[src/rtl/mem_port_arbiter.sv]
// -----------------------------------------------------------------------------
// mem_port_arbiter
//   Shares one memory port between an instruction-fetch requester and a
//   load/store requester. Only one transaction is in flight on the memory
//   port at a time: grant (IDLE) -> address accept (REQ) -> data return (WAIT).
//
//   Data requests win by default. The fetch side is protected from starvation
//   by starve_cnt: after STARVE_LIMIT consecutive data grants made while
//   inst_req was waiting, the next grant goes to the fetch side.
//
// Ports
//   clk, reset                        clock, asynchronous active-high reset
//   inst_req, inst_addr               fetch request (read, word)
//   inst_addr_ok, inst_data_ok        fetch accept / return strobes
//   inst_rdata                        fetched word, valid with inst_data_ok
//   data_req, data_wr, data_size,
//   data_wstrb, data_addr, data_wdata load/store request
//   data_addr_ok, data_data_ok        load/store accept / completion strobes
//   data_rdata                        load data, valid with data_data_ok
//   mem_req .. mem_wdata              shared memory port request
//   mem_addr_ok, mem_data_ok,
//   mem_rdata                         shared memory port responses
//   dbg_state                         FSM state (0=IDLE, 1=REQ, 2=WAIT)
//
// Handshake: a requester holds req and its fields until its addr_ok pulse
// (single cycle, asserted while the block is in REQ and mem_addr_ok is high).
// Once granted, the transaction is latched; dropping req afterwards does not
// cancel it. data_ok pulses for one cycle in WAIT when mem_data_ok is high.
// -----------------------------------------------------------------------------
module mem_port_arbiter #(
  parameter int STARVE_LIMIT = 2
) (
  input  logic        clk,
  input  logic        reset,
  input  logic        inst_req,
  input  logic [31:0] inst_addr,
  output logic        inst_addr_ok,
  output logic        inst_data_ok,
  output logic [31:0] inst_rdata,
  input  logic        data_req,
  input  logic        data_wr,
  input  logic [1:0]  data_size,
  input  logic [3:0]  data_wstrb,
  input  logic [31:0] data_addr,
  input  logic [31:0] data_wdata,
  output logic        data_addr_ok,
  output logic        data_data_ok,
  output logic [31:0] data_rdata,
  output logic        mem_req,
  output logic        mem_wr,
  output logic [1:0]  mem_size,
  output logic [3:0]  mem_wstrb,
  output logic [31:0] mem_addr,
  output logic [31:0] mem_wdata,
  input  logic        mem_addr_ok,
  input  logic        mem_data_ok,
  input  logic [31:0] mem_rdata,
  output logic [1:0]  dbg_state
);

  typedef enum logic [1:0] {
    S_IDLE = 2'd0,
    S_REQ  = 2'd1,
    S_WAIT = 2'd2
  } state_t;

  // Wide enough to hold STARVE_LIMIT itself, and never zero bits wide.
  localparam int            CW    = $clog2(STARVE_LIMIT + 2);
  localparam logic [CW-1:0] LIMIT = CW'(STARVE_LIMIT);

  state_t        state_q, state_d;
  logic [CW-1:0] starve_cnt;
  logic          owner_q;      // 1 = data requester, 0 = fetch requester
  logic          wr_q;
  logic [1:0]    size_q;
  logic [3:0]    wstrb_q;
  logic [31:0]   addr_q;
  logic [31:0]   wdata_q;
  logic          grant_inst;
  logic          grant_data;

  // Grant decision, only meaningful in IDLE.
  always_comb begin
    grant_inst = 1'b0;
    grant_data = 1'b0;
    if (state_q == S_IDLE) begin
      if (inst_req && (starve_cnt == LIMIT)) begin
        grant_inst = 1'b1;
      end else if (data_req) begin
        grant_data = 1'b1;
      end else if (inst_req) begin
        grant_inst = 1'b1;
      end
    end
  end

  // State register.
  always_ff @(posedge clk or posedge reset) begin
    if (reset) begin
      state_q <= S_IDLE;
    end else begin
      state_q <= state_d;
    end
  end

  // Next-state logic. mem_data_ok outside WAIT is ignored; in REQ an
  // accept takes precedence and the return is expected later in WAIT.
  always_comb begin
    state_d = state_q;
    case (state_q)
      S_IDLE:  if (grant_inst || grant_data) state_d = S_REQ;
      S_REQ:   if (mem_addr_ok)              state_d = S_WAIT;
      S_WAIT:  if (mem_data_ok)              state_d = S_IDLE;
      default:                               state_d = S_IDLE;
    endcase
  end

  // Transaction latch and starvation counter.
  always_ff @(posedge clk or posedge reset) begin
    if (reset) begin
      owner_q    <= 1'b0;
      wr_q       <= 1'b0;
      size_q     <= 2'd0;
      wstrb_q    <= 4'd0;
      addr_q     <= 32'd0;
      wdata_q    <= 32'd0;
      starve_cnt <= '0;
    end else if (grant_data) begin
      owner_q <= 1'b1;
      wr_q    <= data_wr;
      size_q  <= data_size;
      wstrb_q <= data_wstrb;
      addr_q  <= data_addr;
      wdata_q <= data_wdata;
      if (!inst_req) begin
        starve_cnt <= '0;
      end else if (starve_cnt != LIMIT) begin
        starve_cnt <= starve_cnt + 1'b1;
      end
    end else if (grant_inst) begin
      owner_q    <= 1'b0;
      wr_q       <= 1'b0;
      size_q     <= 2'd2;
      wstrb_q    <= 4'd0;
      addr_q     <= inst_addr;
      wdata_q    <= 32'd0;
      starve_cnt <= '0;
    end
  end

  // Outputs. Strobes are routed to the owner only; rdata is gated so that
  // everything reads 0 while reset holds the block in IDLE.
  always_comb begin
    mem_req      = (state_q == S_REQ);
    mem_wr       = wr_q;
    mem_size     = size_q;
    mem_wstrb    = wstrb_q;
    mem_addr     = addr_q;
    mem_wdata    = wdata_q;
    inst_addr_ok = (state_q == S_REQ)  && mem_addr_ok && !owner_q;
    data_addr_ok = (state_q == S_REQ)  && mem_addr_ok &&  owner_q;
    inst_data_ok = (state_q == S_WAIT) && mem_data_ok && !owner_q;
    data_data_ok = (state_q == S_WAIT) && mem_data_ok &&  owner_q;
    inst_rdata   = inst_data_ok ? mem_rdata : 32'd0;
    data_rdata   = data_data_ok ? mem_rdata : 32'd0;
    dbg_state    = state_q;
  end

endmodule

[config.mk]
export PLATFORM = sky130hd
export DESIGN_NAME = mem_port_arbiter
export DESIGN_NICKNAME = d
export VERILOG_FILES = /design/src/rtl/mem_port_arbiter.sv
export SDC_FILE = /design/constraint.sdc
export NUM_CORES = 1
export LEC_CHECK = 0
export ABC_CLOCK_PERIOD_IN_PS = 6100
export CORE_AREA = 2 2 110 112
export DETAILED_ROUTE_END_ITERATION = 10
export DIE_AREA = 0 0 112 114
export PLACE_DENSITY = 0.83
export SLEW_MARGIN = 40
export SYNTH_ARGS = -nofsm -noshare
export SYNTH_HDL_FRONTEND = slang
export SYNTH_SLANG_ARGS = --single-unit
export TNS_END_PERCENT = 1
[constraint.sdc]
create_clock -name clk -period 6.1 [get_ports clk]
set_clock_uncertainty 0.2 [all_clocks]
set_input_delay 1.525 -clock clk [delete_from_list [all_inputs] [get_ports clk]]
set_output_delay 1.525 -clock clk [all_outputs]
set_load 0.02 [all_outputs]
==> flow_results.org <==
** Logic synthesis
- The cell count after synthesis came out at 335.
- Complex-gate fraction of the synthesized area :: between 10% and 20%
- The portion of synthesized area spent on multiplexers is 0%.
- Summing the areas of all and, or, nand and nor instances in the mapped netlist gives approximately 25% of the synthesized area.
- The mapped netlist covers 0.00372 mm^2.
- Distinct cell type count of the synthesized netlist :: 23
- Summing the areas of all fa, ha and maj instances in the mapped netlist gives 0.336% of the synthesized area.
- After synthesis, the mean cell area works out to 11.1 um^2.
- Yosys reg bits :: 76
- After Yosys synthesis, XOR and XNOR cells account for 0% of the synthesized area.
- Number of nets produced by synthesis :: 477
- Largest family of logic cells by synthesized area :: simple AND/OR/NAND/NOR gates
- Portion of the post-synthesis area used by sequential elements :: around 50%
- For this run, the number of Yosys warnings is 0.

** Die
- Die Y-Extent :: 114 um
- The initial utilization of the core area, before any placement, comes to about a third.
- The floorplan step defined a die boundary enclosing around 0.013 mm^2.
- Top-Level Pins :: between 200 and 300
- Die X :: about 110 um
- Row generation in the floorplan step produced 40 rows.
- Core region area :: about 0.012 mm^2

** Detailed routing
- Post-DR vias/cell :: 5.16
- Wire length reported by the detailed router :: 14.1 mm
- Number of remaining DRC errors :: 0
- The first routing iteration left 344 violations.
- For this run, the detailed router's first-pass iteration total came to 5.
- Post-detailed-route wirelength per cell :: 18.8 um
- The count of nets left with antenna violations once routing finished came out at 0.
- Via count :: 3886

** Critical path
- Kind of cell adding the most delay to the critical path :: buffers and inverters
- The worst register-to-register path has a setup slack of 3.23 ns.
- In this run the critical register-to-register path is launched from dbg_state[1]$_DFFE_PP0P_.
- The worst register-to-register path ends at mem_addr[23]$_DFFE_PP0P_.
- Data on the critical path is required at its endpoint by 4.38 ns.
- Cell-by-cell trace of the critical path :: clkdlybuf4s50_1 -> and4b_2 -> and2_1 -> clkdlybuf4s50_1
- Largest incremental delay on the critical path :: 0.60 ns
- Crit-path max FO :: 33
- CP endpoint kind :: output pin
- R2R cell count :: 4
- STA puts the critical path data arrival time at 3.35 ns.
- Worst path bufs/invs :: 2
- WS Path Type :: in -> out
- The largest individual stage delay along the critical path comes from the cell sky130_fd_sc_hd__clkdlybuf4s50_1.
- STA classifies the critical path startpoint as a primary input.
- By instance count, the cell type seen most on the critical path is sky130_fd_sc_hd__clkdlybuf4s50_1.

** GRT
- The number of antenna violations at the first check in global routing was 0.
- The first global-routing pass estimated roughly 22 mm of wire.
- In the global route stage, overall resource usage came out at between 20 and 25%.
- Global route overflow :: 0
- Pin count of the biggest net entering global routing :: 47
- Number of global-route vias before repair :: 4171

** Placement
- Setup slack at placement :: 0.779 ns
- Number of buffers added on ports :: 282
- Final Wtd Congestion :: 0.813
- The wire-length estimate of the detail-placed layout is 10.2 mm.

** Status
- Result of the run :: finished, final reports clean

** Clocking
- The H-tree was split into 3 levels.
- In this run the clock root is driven by a sky130_fd_sc_hd__clkbuf_16.
- Number of clock buffers inserted by TritonCTS :: 9
- Buffers added to address setup during post-CTS repair amount to 0.
- Clock-pin slew was measured on the worst setup and hold paths at 0.06 ns.
- For the worst-skew pair, the clock arrives at the later sink with an insertion delay of 0.32 ns.
- TritonCTS built the clock tree.
- Gates resized during post-CTS repair numbered 0.
- Hold-fix buffers at CTS :: 0
- The tree built by TritonCTS fans out to 76 sinks.
- Max Root-Sink Buffers :: 2

** Pwr
- In this run the static leakage power is 0.00294 uW.
- Sw Ratio :: 38.8%
- Sw Pwr :: around 1200 uW
- Internal power comes to 1960 uW.
- The clock network is responsible for between 10% and 20% of the overall power.
- Power spread over the standard cell area amounts to roughly 460 mW/mm^2.
- Highest ir drop seen on vdd :: 0.245 mV
- Sequential cell fraction of total power :: 28.9%
- Combinational logic is responsible for 54.1% of the overall power.

** Timing
- Max_slew headroom :: 54.3%
- Final setup violation count :: 0
- Actual slew at the worst max-slew pin :: between 0.6 and 0.7 ns
- The final hold violation count came to 0.
- Final hold analysis gives a worst-case slack of 0.300 ns.
- The total count of max-transition violations in the final report was 0.
- The final critical path takes up 83.2% of the cycle.
- After layout, the worst setup slack is slightly above 1 ns.
- For this run, the top clock speed supported by timing is 197 MHz.
- Final period demand of the worst path :: 5.07 ns
- In the final timing run, aggregate negative setup slack is 0 ns.
- RSZ-0062 raised after global routing :: no

** Min path
- The min-delay analysis places its worst path in the category reg -> reg.
- The worst hold path begins at mem_wdata[18]$_DFFE_PP0P_.
- Hold Crit Endpoint :: mem_wdata[18]$_DFFE_PP0P_
- Counting instances, the worst hold path has a depth of 1.

** Job
- Max-cap violations in this run came to 0.

** Final layout
- Total number of nets in the final design :: roughly 740
- Leaving out fill and tap cells, the most frequent cell in the layout is sky130_fd_sc_hd__clkdlybuf4s50_1.
- At the end of the flow the core is filled with cells to between 50 and 60%.
- Count of inserted antenna diode cells :: 0
- P&R area growth vs syn :: 86.7%
- Highest-count cells in the layout ignoring fill and taps :: sky130_fd_sc_hd__clkdlybuf4s50_1, sky130_fd_sc_hd__dfrtp_1, sky130_fd_sc_hd__and2_1, sky130_fd_sc_hd__a22o_1, sky130_fd_sc_hd__and3_1
- In the final layout, the share of cells above drive strength 1 is 5.12%.
-- worst register-to-register path, delay by kind of cell, from the launching register on --
kind / cells / cell delay (ns)
buf+inv: 1 / 0.38
flops: 1 / 0.47
simple gates: 2 / 1.27
compound gates: 1 / 0.44
-- through the flow --
stage / power [uW] / instance area, um^2 / cells
5_1_grt: 3370 / 6950 / 753
3_3_place_gp: 2620 / 6640 / 737
3_5_place_dp: 2670 / 6640 / 737
4_1_cts: 3230 / 6950 / 753
2_1_floorplan: 1850 / 3720 / 335
6_report: 3210 / 6950 / 753
-- kinds of logic (layout without fill, tap and decap cells) --
family,Yosys count,after routing
and+or+nand+nor,143,143
AOI/OAI and AO/OA,77,77
DFF,76,76
buffers and inverters,38,309
adders and majority gates,1,1
-- worst max path at each step --
stage / endpoint / from / slack [ns] / cells past startpoint
after floorplan: inst_rdata[22] / mem_data_ok / 1.83 / 3
after global placement: data_rdata[16] / mem_data_ok / 0.91 / 4
after detailed placement: data_rdata[16] / mem_data_ok / 0.78 / 4
after CTS: data_rdata[16] / mem_data_ok / 0.78 / 4
after global routing: data_rdata[25] / mem_data_ok / 0.92 / 4
final: data_rdata[24] / mem_data_ok / 1.03 / 4
-- cell type report --
class	instances	area, um^2
sequential	76	1900
inverter	4	16.3
tap	147	184
clock inverter	6	71.3
timing repair buffer	289	2880
fill	939	4760
multi-input combinational	221	1660
clock buffer	10	239
-- state kept, by name, indices dropped and copies added (netlist names) --
name / count
mem_wstrb: 4
dbg_state: 2
mem_wdata: 32
mem_wr: 1
mem_addr: 32
starve_cnt: 2
owner_q: 1
mem_size: 2
-- metal layers --
layer	share of wire, %	global-route usage, %	wire length (um)
met5	0	0	0
met4	2.2	8.13	314
met3	6.9	4.68	971
met2	52	38.6	7280
met1	39	25.1	5560
-- power by group through the flow --
stage	Sequential [uW]	Clock [uW]	Combinational (uW)
2_1_floorplan	1220	0	633
3_3_place_gp	919	0	1710
3_5_place_dp	929	0	1740
4_1_cts	926	558	1750
5_1_grt	956	584	1830
6_report	928	543	1730
-- cells in the mapped netlist --
library cell | instances | area (um^2)
sky130_fd_sc_hd__a21o_1 | 1 | 7.51
sky130_fd_sc_hd__a221o_1 | 32 | 320
sky130_fd_sc_hd__a22o_1 | 38 | 333
sky130_fd_sc_hd__a2bb2oi_1 | 1 | 8.76
sky130_fd_sc_hd__and2_1 | 65 | 407
sky130_fd_sc_hd__and3_1 | 33 | 206
sky130_fd_sc_hd__and4b_1 | 1 | 10.0
sky130_fd_sc_hd__buf_2 | 2 | 10.0
sky130_fd_sc_hd__buf_6 | 4 | 45.0
sky130_fd_sc_hd__clkbuf_1 | 28 | 105
sky130_fd_sc_hd__dfrtp_1 | 76 | 1900
sky130_fd_sc_hd__ha_1 | 1 | 12.5
sky130_fd_sc_hd__inv_1 | 4 | 15.0
sky130_fd_sc_hd__nand2_1 | 3 | 11.3
sky130_fd_sc_hd__nand2b_1 | 1 | 6.26
sky130_fd_sc_hd__nand3b_1 | 1 | 7.51
sky130_fd_sc_hd__nor2_1 | 2 | 7.51
sky130_fd_sc_hd__nor2b_1 | 1 | 6.26
sky130_fd_sc_hd__nor3b_1 | 33 | 248
sky130_fd_sc_hd__nor3b_2 | 1 | 12.5
sky130_fd_sc_hd__o21ai_0 | 4 | 20.0
sky130_fd_sc_hd__o2bb2ai_1 | 1 | 8.76
sky130_fd_sc_hd__or2_1 | 2 | 12.5
Note: power is estimated with default switching activity, not from simulation.
